## config.mk

```make
export PLATFORM = sky130hd
export DESIGN_NAME = freq_sweep_scheduler
export DESIGN_NICKNAME = d
export VERILOG_FILES = /design/src/rtl/freq_sweep_scheduler.sv
export SDC_FILE = /design/constraint.sdc
export NUM_CORES = 1
export LEC_CHECK = 0
export BUFFER_PORTS_ARGS = -buffer_cell sky130_fd_sc_hd__buf_2
export CORE_UTILIZATION = 31
export CTS_BUF_LIST = sky130_fd_sc_hd__clkbuf_4 sky130_fd_sc_hd__clkbuf_8
export DETAILED_ROUTE_END_ITERATION = 16
export PLACE_DENSITY = 0.54
export RECOVER_POWER = 100
export SLEW_MARGIN = 20
export SYNTH_ARGS = -nofsm -noshare
export SYNTH_HDL_FRONTEND = slang
export SYNTH_SLANG_ARGS = --single-unit
```

## constraint.sdc

```tcl
create_clock -name clk -period 2.4 [get_ports clk]
set_input_delay 0.24 -clock clk [delete_from_list [all_inputs] [get_ports clk]]
set_output_delay 0.24 -clock clk [all_outputs]
set_load 0.05 [all_outputs]
```

## src/rtl/freq_sweep_scheduler.sv

```systemverilog
// freq_sweep_scheduler: steps the NCO frequency_factor from a start value to a stop value.
//   It dwells a programmable number of phase wraps at each step.
//   Sweeps are single-shot or continuous, and can be paused or aborted.
// Latency: frequency_factor, step_strobe and done are registered. They change one cycle after
//   the wrap or abort that triggers them.
// Ports: clk, rst_n (async, active-low); start/abort/pause control;
//   mode_cont/dir_up/start_factor/stop_factor/dwell_cycles configuration (latched on start);
//   phase_in from the accumulator; frequency_factor to the accumulator;
//   busy/step_strobe/done status.
// Optional: define SWEEP_PINGPONG_EN to make continuous sweeps bounce between the endpoints.
//   Without it, continuous sweeps reload the start factor.
module freq_sweep_scheduler #(
    parameter int unsigned DWELL_W     = 8,
    parameter logic [3:0]  IDLE_FACTOR = 4'd1
) (
    input  logic               clk,
    input  logic               rst_n,
    input  logic               start,
    input  logic               abort,
    input  logic               pause,
    input  logic               mode_cont,
    input  logic               dir_up,
    input  logic [3:0]         start_factor,
    input  logic [3:0]         stop_factor,
    input  logic [DWELL_W-1:0] dwell_cycles,
    input  logic [7:0]         phase_in,
    output logic [3:0]         frequency_factor,
    output logic               busy,
    output logic               step_strobe,
    output logic               done
);

    typedef enum logic [1:0] {IDLE, DWELL, PAUSED} state_t;

    localparam logic [DWELL_W-1:0] DW_ONE = DWELL_W'(1);

    state_t             state_q, state_d;
    logic [3:0]         factor_q, factor_d;
    logic [3:0]         start_q, start_d;
    logic [3:0]         stop_q, stop_d;
    logic               cont_q, cont_d;
    logic               dir_q, dir_d;
    logic               busy_q, busy_d;
    logic               strobe_q, strobe_d;
    logic               done_q, done_d;
    logic [DWELL_W-1:0] count_q, count_d;
    logic [DWELL_W-1:0] dwell_q, dwell_d;
    logic [7:0]         phase_prev_q;

    logic               wrap;
    logic               final_wrap;
    logic               at_end;
    logic [3:0]         target;
    logic [3:0]         step_f;

`ifdef SWEEP_PINGPONG_EN
    // High while the sweep heads back toward start_q after bouncing off stop_q.
    logic               back_q, back_d;
    assign target = back_q ? start_q : stop_q;
`else
    assign target = stop_q;
`endif

    // The accumulator always advances, so a drop in phase means it wrapped.
    assign wrap       = (phase_in < phase_prev_q);
    assign final_wrap = wrap && (count_q == dwell_q - DW_ONE);
    // The end test also catches a start factor that is already past the target.
    // This stops 15->0 or 0->15 from ever being taken as a step.
    assign at_end     = dir_q ? (factor_q >= target) : (factor_q <= target);
    assign step_f     = dir_q ? (factor_q + 4'd1) : (factor_q - 4'd1);

    always_comb begin
        state_d  = state_q;
        factor_d = factor_q;
        start_d  = start_q;
        stop_d   = stop_q;
        cont_d   = cont_q;
        dir_d    = dir_q;
        busy_d   = busy_q;
        count_d  = count_q;
        dwell_d  = dwell_q;
        strobe_d = 1'b0;
        done_d   = 1'b0;
`ifdef SWEEP_PINGPONG_EN
        back_d   = back_q;
`endif
        case (state_q)
            IDLE: begin
                if (start && !abort) begin
                    start_d  = start_factor;
                    stop_d   = stop_factor;
                    cont_d   = mode_cont;
                    dir_d    = dir_up;
                    dwell_d  = (dwell_cycles == '0) ? DW_ONE : dwell_cycles;
                    factor_d = start_factor;
                    count_d  = '0;
                    busy_d   = 1'b1;
                    state_d  = DWELL;
`ifdef SWEEP_PINGPONG_EN
                    back_d   = 1'b0;
`endif
                end
            end
            DWELL, PAUSED: begin
                if (abort) begin
                    factor_d = IDLE_FACTOR;
                    busy_d   = 1'b0;
                    done_d   = 1'b1;
                    count_d  = '0;
                    state_d  = IDLE;
                end else if (state_q == PAUSED) begin
                    if (!pause) begin
                        state_d = DWELL;
                    end
                end else if (final_wrap) begin
                    // The step is taken even if pause is high.
                    // PAUSED is entered on a later cycle.
                    count_d = '0;
                    if (at_end && !cont_q) begin
                        factor_d = IDLE_FACTOR;
                        busy_d   = 1'b0;
                        done_d   = 1'b1;
                        state_d  = IDLE;
                    end else if (at_end) begin
                        strobe_d = 1'b1;
                        factor_d = start_q;
`ifdef SWEEP_PINGPONG_EN
                        // Bounce only off a real endpoint of a multi-factor sweep.
                        // Otherwise fall back to reloading the start factor.
                        if (factor_q == target && start_q != stop_q) begin
                            dir_d    = ~dir_q;
                            back_d   = ~back_q;
                            factor_d = dir_q ? (factor_q - 4'd1) : (factor_q + 4'd1);
                        end
`endif
                    end else begin
                        strobe_d = 1'b1;
                        factor_d = step_f;
                    end
                end else begin
                    if (wrap) begin
                        count_d = count_q + DW_ONE;
                    end
                    if (pause) begin
                        state_d = PAUSED;
                    end
                end
            end
            default: state_d = IDLE;
        endcase
    end

    always_ff @(posedge clk or negedge rst_n) begin
        if (!rst_n) begin
            state_q      <= IDLE;
            factor_q     <= IDLE_FACTOR;
            start_q      <= '0;
            stop_q       <= '0;
            cont_q       <= 1'b0;
            dir_q        <= 1'b0;
            busy_q       <= 1'b0;
            strobe_q     <= 1'b0;
            done_q       <= 1'b0;
            count_q      <= '0;
            dwell_q      <= DW_ONE;
            phase_prev_q <= '0;
`ifdef SWEEP_PINGPONG_EN
            back_q       <= 1'b0;
`endif
        end else begin
            state_q      <= state_d;
            factor_q     <= factor_d;
            start_q      <= start_d;
            stop_q       <= stop_d;
            cont_q       <= cont_d;
            dir_q        <= dir_d;
            busy_q       <= busy_d;
            strobe_q     <= strobe_d;
            done_q       <= done_d;
            count_q      <= count_d;
            dwell_q      <= dwell_d;
            phase_prev_q <= phase_in;
`ifdef SWEEP_PINGPONG_EN
            back_q       <= back_d;
`endif
        end
    end

    assign frequency_factor = factor_q;
    assign busy             = busy_q;
    assign step_strobe      = strobe_q;
    assign done             = done_q;

endmodule

```

==> flow_summary.ini <==
[pwr]
ir_worst_vdd_v = 0.000565
power_density_nw_per_um2 = 1280
pwr-share-comb = 0.592
switching_share = 0.422
clkPwrFrac = 0.115
p_seq_frac = 0.293
leakagePower_nw = 1.48
fin_total_pwr_mw = 4.15
internal-power_mw = 2.40
p_sw_mw = 1.75

[cts]
cts_tree = yes
clock-sinks = 43
cts_max_path_buffers = 2
clkTransAtPathRegs_ns = 0.08
ctsHtreeMaxLevel = 2
cts_root_buf = clkbuf_8
cts_hold_buf = 0
clk_latency_ns = 0.30
cts_buffers = 5

[timing]
whs_ns = 0.0645
rsz0062_at_grt = true
report.final.slew_viol_count = 0
maxSlewHeadroom = 0.212
finalHoldViolations = 0
fin_ws_ns = -0.0637
finalCriticalPeriod_ns = 2.46
worst_slew_pin_slew_ns = 1.18
fmax_mhz = 406
clock_skew_ns = 0.00668
post-route-period-util = 1.03
tns_ns = -0.147
report.final.setup_viol = 6

[worst_setup_path]
cp_top_family = compound AO/OA/AOI/OAI gates
crit_path_max_fanout = 6
slowest_stage = dfstp_2
critical_path_buf_inv_count = 1
arrival_ns = 2.65
critPathKind = flop to flop
path_cells = inv_2 -> ha_4 -> nor2b_4 -> or3_4 -> a31oi_4 -> nand4_4 -> o41a_1 -> o31ai_2 -> mux2_4
worst_setup_path_start_kind = flop
max_stage_delay_ns = 0.54
required_ns = 2.59
endpoint_kind = flop

[min_path]
min_path_type = primary input to flop

[global_route]
grt_pass1_vias = 1937
track_usage = 0.135
grt_pass1_wl_um = 9180
antenna_found_initial = 0
gr-total-overflow = 0
grt_max_degree = 44

[final_layout]
area_growth_pct = 24.0
drive_gt1_frac = 0.321
layout.nets = 365
layout_commonest_cell = dfrtp_1
mostFrequentLayoutCells = dfrtp_1 (39), buf_2 (23), buf_4 (22)
final_area_um2 = 3240
antenna_cells = 0
nFillCells = 851

[floorplan]
die_y_um = 93.9
rows = 33
die_x_um = 93.9
die_area_um2 = 8810
fp.coreArea_um2 = 8180
ioPinCount = 38
start_util = 0.320

[place]
dpl_cell_area_um2 = 3100
pre_cts_ws_ns = -0.106
dpl.hpwl_um = 4130
portBuffers = 37
gp_congestion = 0.781

[synth]
syn_inst = 252
yosys_register_bits = 43
synth-main-ff-cell = dfrtp_1
syn_nets = 303
synth_edf_count = 0
synth-seq-area-share = 0.412
async_reset_ff_frac = 1.00
netlist_area_um2 = 2620
synth_cell_type_count = 54
synth_area_per_cell_um2 = 10.4
yosysWarnings = 0

[route]
viasPerCell = 4.72
drt_first_pass_iters = 10
drt_iter0_drc = 39
routedWlPerCell_um = 13.1
vias = 1984
drcViolationCount = 1
wirelength_um = 5490
postRouteAntennaNets = 0

[run_status]
violations = design-rule violations, negative setup slack
status = complete, but fails checks

[flow_run]
maxCapViolations = 0
==> state kept, by name (all words and copies together), names as in the netlist <==
register / cells
frequency_factor: 4
step_strobe: 1
cont_q: 1
state_q: 2
dwell_q: 8
start_q: 4
done: 1
count_q: 8
dir_q: 1
stop_q: 4
phase_prev_q: 8
busy: 1
==> Yosys cell counts, types with 3 or more instances <==
library cell,n,share of area
nor2b_1,8,0.019
o21a_1,3,0.0086
nand2_1,18,0.026
nand3_1,3,0.0057
o21ai_1,4,0.0077
nor3_1,6,0.011
and3_1,3,0.0072
nand4_1,6,0.014
a21oi_1,7,0.013
clkbuf_1,6,0.0086
o31ai_1,3,0.0086
mux2_2,14,0.060
xnor2_1,10,0.033
dfrtp_1,41,0.39
inv_1,21,0.030
a21o_1,3,0.0086
o21ai_0,9,0.017
nor2_1,14,0.020
mux2i_1,4,0.015
ha_1,19,0.091
mux2_1,3,0.013
o22ai_1,3,0.0072
xor2_1,8,0.027
==> repair_timing <==
| action | CTS | global route |
|---|---|---|
| gates resized for setup | 7 | 4 |
| pin swaps | 9 | 10 |
| setup endpoints to repair | 4 | 6 |
| gates cloned | 0 | 0 |
| buffers inserted | 2 | 3 |
==> through the flow <==
stage | util | std cells
after floorplan | - | 252
after global placement | 0.379 | 407
after detailed placement | 0.379 | 407
after CTS | 0.396 | 417
after global routing | 0.397 | 420
final | 0.397 | 420
==> final timing paths <==
check	from	to	slack, ns	cells after the start
worst max-delay path	dwell_q[0]	state_q[0]	-0.06	9
worst min-delay path	phase_in[3]	phase_prev_q[3]	0.06	1
worst max register to register	dwell_q[0]	state_q[0]	-0.06	9
worst min register to register	start_q[2]	start_q[2]	0.50	2
max in group asynchronous	rst_n	frequency_factor[2]	1.42	2
min in group asynchronous	rst_n	phase_prev_q[1]	0.22	2
==> routing by layer <==
| metal | vias up | GRT usage | share of wire |
|---|---|---|---|
| met5 | - | 0 | 0 |
| met4 | 0 | 0.0346 | 0.0097 |
| met3 | 4 | 0.0348 | 0.035 |
| met2 | 28 | 0.210 | 0.45 |
| met1 | 948 | 0.184 | 0.50 |
| li1 | 1004 | - | - |
==> power by group through the flow <==
| stage | clock [mW] | combinational (mW) | sequential, mW |
|---|---|---|---|
| after CTS | 0.503 | 2.47 | 1.21 |
| final | 0.477 | 2.45 | 1.22 |
| after global routing | 0.529 | 2.72 | 1.25 |
| after global placement | 0 | 2.34 | 1.21 |
| after floorplan | 0 | 1.61 | 1.33 |
| after detailed placement | 0 | 2.38 | 1.22 |
==> cells by family (layout without fill, tap and decap cells) <==
group           count (synthesis)  in the layout  synth area share
simple gates                   75             75             0.165
compound gates                 45             45             0.126
flops                          43             43             0.412
buf+inv                        29             92            0.0435
mux                            22             22            0.0942
fa+ha+maj                      20             20            0.0985
xor+xnor                       18             18            0.0603
==> area by class of cell <==
type,instances,area [um^2],area share
Multi-Input combinational cell,180,1510,0.464
Sequential cell,43,1080,0.334
Timing Repair Buffer,63,352,0.108
Tap cell,105,131,0.0405
Clock buffer,7,83.8,0.0258
Inverter,21,81.3,0.0251
Clock inverter,1,5.00,0.00154
Power figures use the tool's default switching activity.
